`src/rtl/seq_mult_add.sv`:
```
`default_nettype none
// +------------------------------------------------------------------------+
// | Module   : seq_mult_add                                                |
// | Purpose  : Shift-and-add multiply-accumulate, result = Q*D + R, one    |
// |            multiplier bit per clock. Optional macro REMAINDER_CHECK_EN |
// |            enables the err flag (R >= D).                              |
// | Revision : 1.0 - initial release                                       |
// +------------------------------------------------------------------------+
module seq_mult_add #(
  parameter int WIDTH = 4
) (
  input  logic                 CLOCK_50,
  input  logic                 resetn,
  input  logic                 go,
  input  logic [WIDTH-1:0]     quotient,
  input  logic [WIDTH-1:0]     divisor,
  input  logic [WIDTH-1:0]     remainder,
  output logic [2*WIDTH-1:0]   result,
  output logic                 done,
  output logic                 busy,
  output logic                 err
);

  localparam int CW = (WIDTH > 1) ? $clog2(WIDTH) : 1;
  localparam logic [CW-1:0] C_LAST = CW'(WIDTH - 1);

  localparam logic [2:0] S_IDLE     = 3'd0;
  localparam logic [2:0] S_WAIT_REL = 3'd1;
  localparam logic [2:0] S_RUN      = 3'd2;
  localparam logic [2:0] S_ADD_REM  = 3'd3;
  localparam logic [2:0] S_DONE     = 3'd4;

  logic [2:0]         state_q, state_d;
  logic [WIDTH-1:0]   q_q, q_d;
  logic [WIDTH-1:0]   d_q, d_d;
  logic [WIDTH-1:0]   r_q, r_d;
  logic [2*WIDTH-1:0] acc_q, acc_d;
  logic [CW-1:0]      count_q, count_d;
  logic [2*WIDTH-1:0] result_q, result_d;
  logic               done_q, done_d;
  logic               err_q, err_d;

  // State register
  always_ff @(posedge CLOCK_50) begin
    if (!resetn) state_q <= S_IDLE;
    else         state_q <= state_d;
  end

  // Next-state logic
  always_comb begin
    state_d = state_q;
    case (state_q)
      S_IDLE:     if (go)                 state_d = S_WAIT_REL;
      S_WAIT_REL: if (!go)                state_d = S_RUN;
      S_RUN:      if (count_q == C_LAST)  state_d = S_ADD_REM;
      S_ADD_REM:                          state_d = S_DONE;
      S_DONE:                             state_d = S_IDLE;
      default:                            state_d = S_IDLE;
    endcase
  end

  // Output logic
  always_comb begin
    busy = (state_q != S_IDLE);
  end

  // Datapath next-state; operands track the inputs only while idle
  always_comb begin
    q_d      = q_q;
    d_d      = d_q;
    r_d      = r_q;
    acc_d    = acc_q;
    count_d  = count_q;
    result_d = result_q;
    done_d   = 1'b0;
    err_d    = err_q;
    case (state_q)
      S_IDLE: begin
        q_d     = quotient;
        d_d     = divisor;
        r_d     = remainder;
        acc_d   = '0;
        count_d = '0;
      end
      S_RUN: begin
        if (q_q[0]) acc_d = acc_q + ({{WIDTH{1'b0}}, d_q} << count_q);
        q_d     = q_q >> 1;
        count_d = count_q + CW'(1);
      end
      S_ADD_REM: begin
        acc_d = acc_q + {{WIDTH{1'b0}}, r_q};
      end
      S_DONE: begin
        result_d = acc_q;
        done_d   = 1'b1;
`ifdef REMAINDER_CHECK_EN
        err_d    = (r_q >= d_q);
`else
        err_d    = 1'b0;
`endif
      end
      default: ;
    endcase
  end

  always_ff @(posedge CLOCK_50) begin
    if (!resetn) begin
      q_q      <= '0;
      d_q      <= '0;
      r_q      <= '0;
      acc_q    <= '0;
      count_q  <= '0;
      result_q <= '0;
      done_q   <= 1'b0;
      err_q    <= 1'b0;
    end else begin
      q_q      <= q_d;
      d_q      <= d_d;
      r_q      <= r_d;
      acc_q    <= acc_d;
      count_q  <= count_d;
      result_q <= result_d;
      done_q   <= done_d;
      err_q    <= err_d;
    end
  end

  assign result = result_q;
  assign done   = done_q;
  assign err    = err_q;

endmodule
`default_nettype wire
```
`config.mk`:
```
export PLATFORM = sky130hd
export DESIGN_NAME = seq_mult_add
export DESIGN_NICKNAME = d
export VERILOG_FILES = /design/src/rtl/seq_mult_add.sv
export SDC_FILE = /design/constraint.sdc
export NUM_CORES = 1
export LEC_CHECK = 0
export CAP_MARGIN = 25
export CORE_MARGIN = 5
export CORE_UTILIZATION = 30
export CTS_CLUSTER_DIAMETER = 150
export DETAILED_ROUTE_END_ITERATION = 7
export DONT_BUFFER_PORTS = 1
export HOLD_SLACK_MARGIN = 0.06
export PLACE_DENSITY = 0.54
export REMOVE_ABC_BUFFERS = 1
export SETUP_SLACK_MARGIN = 0.15
export SYNTH_ARGS = -nofsm -noshare
export SYNTH_HDL_FRONTEND = slang
export SYNTH_SLANG_ARGS = --single-unit
```
`constraint.sdc`:
```
create_clock -name CLOCK_50 -period 6.1 [get_ports CLOCK_50]
set_input_delay 0.61 -clock CLOCK_50 [delete_from_list [all_inputs] [get_ports CLOCK_50]]
set_output_delay 0.61 -clock CLOCK_50 [all_outputs]
set_load 0.1 [all_outputs]
```
== Word-level counts from Yosys, hierarchy flattened ==
Index checks and enable logic that the tools add are counted.

* Reductions and logical operators: 6
* Add/sub/neg operators: 3
* Mux-type cells: 9
* Equality and inequality tests: 9
* Shift-type cells: 1

{| class="wikitable"
|+ Operators by type and width
! cell !! number
|-
| $pmux W8 S3 || 1
|-
| $pmux W3 S4 || 1
|-
| $mux W3 || 3
|-
| $add A8 B4 Y8 || 1
|-
| $add A8 B8 Y8 || 1
|-
| $mux W8 || 1
|-
| $ne A2 B2 Y1 const B || 4
|-
| $pmux W4 S2 || 1
|-
| $shl A4 B2 Y8 || 1
|-
| $eq A3 B2 Y1 const B || 2
|-
| $reduce_bool A3 Y1 || 2
|-
| $pmux W2 S2 || 1
|-
| $eq A3 B1 Y1 const B || 1
|-
| $eq A3 B3 Y1 const B || 1
|-
| $logic_not A3 Y1 || 1
|-
| $reduce_and A3 Y1 || 1
|-
| $add A2 B1 Y2 const B || 1
|-
| $eq A2 B2 Y1 const B || 1
|-
| $reduce_and A2 Y1 || 1
|-
| $reduce_bool A2 Y1 || 1
|-
| $mux W1 || 1
|}

* Logic and storage cells: 36
* Register bits after elaboration: 34
* Bits of input ports: 15
* Output and inout bits: 11

== Depth between registers and ports, before layout ==
* Depth after elaboration: 4
* Mapped depth: 11
* Mapped depth without buffers: 10

== Least setup slack after synthesis ==
OpenSTA, ideal clock, no wires.

* Path kind: reg-to-reg
* Start point: register state_q[2]
* End point: register acc_q[6]
* Data required time: 6.013 ns
* Path buffers: 1
* Slack: 3.750 ns
* Data arrival time: 2.263 ns
* Stages on the path, launching flop included: 11
* Cells stage by stage: dfxtp_1 -> buf_4 -> and3b_1 -> o41ai_1 -> ha_1 -> inv_1 -> fa_1 -> nor2b_4 -> o2111a_1 -> nor4_1 -> o31ai_1

* Longest elaborated chain between the ends: 3

{| class="wikitable"
|+ RTL lines
! what !! RTL line !! source
|-
| start, declared || 33 || <nowiki>logic [2:0] state_q, state_d;</nowiki>
|-
| start signal, assigned || 46 || <nowiki>else state_q <= state_d;</nowiki>
|-
| $eq A3 B2 Y1 / $logic_not A3 Y1 (equally long branches) || 77 || <nowiki>case (state_q)</nowiki>
|-
| $ne A2 B2 Y1 (no line) / $reduce_bool A3 Y1 (equally long branches) || - ||
|-
| $reduce_and A2 Y1 (no line) || - ||
|-
| end signal, assigned || 111 || <nowiki>acc_q <= '0;</nowiki>
|-
| end signal, assigned || 120 || <nowiki>acc_q <= acc_d;</nowiki>
|-
| end, declared || 37 || <nowiki>logic [2*WIDTH-1:0] acc_q, acc_d;</nowiki>
|}

Several ways; a longest one is shown, not always the timed one.
A chain may end at the register's enable or synchronous reset.

== Worst setup path in the final report ==
* Start point: register state_q[1]
* End point: register acc_q[6]

The elaborated chain is that of the path after synthesis.

==> flow_metrics.py <==
metrics = {
    "drt": {
        "drtIter0Drc": 42,
        "vias": 1385,
        "routed_wl_um": 3910,
        "dr.pass1.iters": 4,
        "drc_errors": 0,
        "ant_nets": 0,
        "post_drt_wl_per_cell_um": 13.8,
        "avgViaCountPerCell": 4.88,
    },
    "floorplan": {
        "design.core.area_um2": 5820,
        "io_pins": 26,
        "dieArea_um2": 7510,
        "die_y_um": 86.7,
        "die_width_um": 86.7,
        "initial_core_util_pct": 30.3,
        "rows": 28,
    },
    "status": {
        "status": "complete, no violations",
    },
    "synthesis": {
        "ys_top_cells_by_count": "40 x nand2_1, 34 x dfxtp_1, 27 x a21oi_1",
        "synth_ff_type": "dfxtp_1",
        "ys_seq_elements": 34,
        "ys.warnings.count": 0,
        "synth.most_common_cell": "nand2_1",
        "async_flop_share_pct": 0,
        "netlist_area_um2": 1760,
        "synth_top_area_share_pct": 38.6,
        "seq_area_frac_synth_pct": 38.6,
        "yosysTopAreaCell": "dfxtp_1",
        "synthCells": 212,
        "avgSynthCellArea_um2": 8.32,
        "synth.distinct_cells": 44,
        "yosys-top-cells-area": "dfxtp_1 39%, nand2_1 8.5%, a21oi_1 7.7%",
        "synth_edf_count": 0,
    },
    "power": {
        "p_sw_mw": 0.127,
        "peakVddDrop_mv": 0.155,
        "power.internal_mw": 0.336,
        "power.density_nw_per_um2": 245,
        "power.leakage_nw": 0.692,
        "clkPwrFrac_pct": 38.7,
        "p_comb_share_pct": 10.0,
        "pwr-share-seq_pct": 51.4,
        "p_sw_share_pct": 27.4,
    },
    "worst_hold_path": {
        "min-delay-start": "remainder[2]",
        "hold_class": "input pin to flip-flop",
    },
    "place": {
        "numPortBuffers": 0,
        "dp_cells": 276,
        "gp_congestion": 0.782,
        "dpl.hpwl_um": 2800,
    },
    "timing": {
        "setup_viol": 0,
        "fin_skew_ns": 0.00845,
        "period_share_pct": 43.9,
        "final_hold_viol_count": 0,
        "fin_hold_ws_ns": 0.444,
        "slew_violations": 0,
        "period_needed_ns": 2.68,
        "fmax_ghz": 0.373,
        "finalSetupTns_ns": 0,
        "worst_pin_slew_ns": 0.971,
        "rsz0062_at_grt": "false",
        "slew_headroom_pct": 35.2,
    },
    "setup_path": {
        "r2r_start": "state_q[1]",
        "arrival_ns": 2.88,
        "crit_path_end_kind": "flip-flop",
        "cp_max_fo": 17,
        "crit_path_start": "state_q[1]",
        "cp.required_ns": 6.30,
        "crit_path_start_kind": "flip-flop",
        "critPathKind": "flip-flop to flip-flop",
    },
    "cts": {
        "cts_buffers": 5,
        "htree_levels": 2,
        "clockBufferDepth": 2,
        "clk_pin_slew_ns": 0.08,
        "cts.sinks": 34,
        "postCtsSetupBuffers": 0,
        "clockRootBuffer": "clkbuf_8",
        "worstSkewPairLatency_ns": 0.29,
        "cts_tree": "done",
        "cts_hold_buffers": 0,
        "ctsResizeCount": 0,
    },
    "global_routing": {
        "grt_pass1_vias": 1357,
        "grt-ovfl-total": 0,
        "grt_pass1_wl_um": 6470,
        "grt_max_degree": 29,
        "grtUsageTotal_pct": 11.1,
        "antenna_found_initial": 0,
    },
    "job": {
        "maxCapViolCount": 0,
    },
    "finish": {
        "area_growth_pct": 7.17,
        "finalNonFillerCells": 284,
        "diodes": 0,
        "nets": 232,
        "drive_above_1_share_pct": 8.13,
    },
}
==> routing by layer <==
layer	vias to the layer above	part of all wire [%]	GRT usage (%)
met4	0	1.7	4.39
li1	726	-	-
met2	29	42	17.0
met5	-	0	0
met3	8	5.7	3.80
met1	622	51	14.3
==> cell type report <==
| class | instances | area (um^2) |
|---|---|---|
| well taps | 75 | 93.8 |
| clock inverters | 2 | 12.5 |
| clock buffers | 6 | 82.6 |
| inverters | 9 | 33.8 |
| multi-input cells | 158 | 986 |
| flip-flops and latches | 34 | 681 |
| fillers | 657 | 3930 |
==> stage by stage <==
step | power, mW | util [%] | cell area [um^2] | worst slack [ns]
2_1_floorplan | 0.279 | - | 1700 | 3.71
3_3_place_gp | 0.289 | 30.9 | 1790 | 3.50
3_5_place_dp | 0.289 | 30.9 | 1790 | 3.42
4_1_cts | 0.470 | 32.5 | 1890 | 3.40
5_1_grt | 0.484 | 32.5 | 1890 | 3.17
6_report | 0.462 | 32.5 | 1890 | 3.42
==> power groups by stage <==
stage	clock [mW]	sequential, mW	combinational (mW)
2_1_floorplan	0	0.241	0.0384
3_3_place_gp	0	0.243	0.0463
3_5_place_dp	0	0.243	0.0465
4_1_cts	0.185	0.238	0.0469
5_1_grt	0.194	0.239	0.0515
6_report	0.179	0.238	0.0460
==> registers in the layout (all words and copies together) (netlist names) <==
register  cells
d_q           4
result        8
q_q           4
state_q       3
count_q       2
acc_q         8
r_q           4
done          1
==> cell families (layout without fill, tap and decap cells) <==
| family | Yosys count | after routing | share of synthesized area (%) |
|---|---|---|---|
| AOI/OAI and AO/OA | 56 | 56 | 20.4 |
| xor gates and xnor gates | 3 | 3 | 1.49 |
| adders and majority gates | 9 | 9 | 6.81 |
| buffers and inverters | 20 | 17 | 5.46 |
| DFF | 34 | 34 | 38.6 |
| muxes | 7 | 7 | 3.97 |
| other | 1 | 1 | 0.213 |
| and+or+nand+nor | 82 | 82 | 23.1 |
==> critical path: stages, from the launching register on <==
cell and delay, ns:
dfxtp_1 0.78, and3b_1 0.31, nand2_1 0.07, o41ai_1 0.06
ha_1 0.25, inv_1 0.07, fa_1 0.43, nor2b_4 0.14
o2111a_1 0.21, nor4_1 0.06, o31ai_1 0.21
==> layout by cell type (no fill, tap or decap), types with 2 or more instances in the layout <==
cell type,n
nand2_1,40
dfxtp_1,34
a21oi_1,27
nor2_1,14
nand3_1,8
ha_1,8
inv_1,7
mux2i_1,7
o21ai_0,7
clkbuf_8,6
a211oi_1,5
nand2b_1,5
o21a_1,4
nand3b_1,3
xor2_1,3
inv_2,2
nor2b_4,2
o31ai_1,2
a22oi_1,2
==> final timing paths <==
check | endpoint | slack [ns] | cells past startpoint
max | acc_q[6] | 3.42 | 10
min | r_q[2] | 0.44 | 2
max reg2reg | acc_q[6] | 3.42 | 10
min reg2reg | r_q[3] | 0.47 | 2
(Power assumes the default switching activity.)
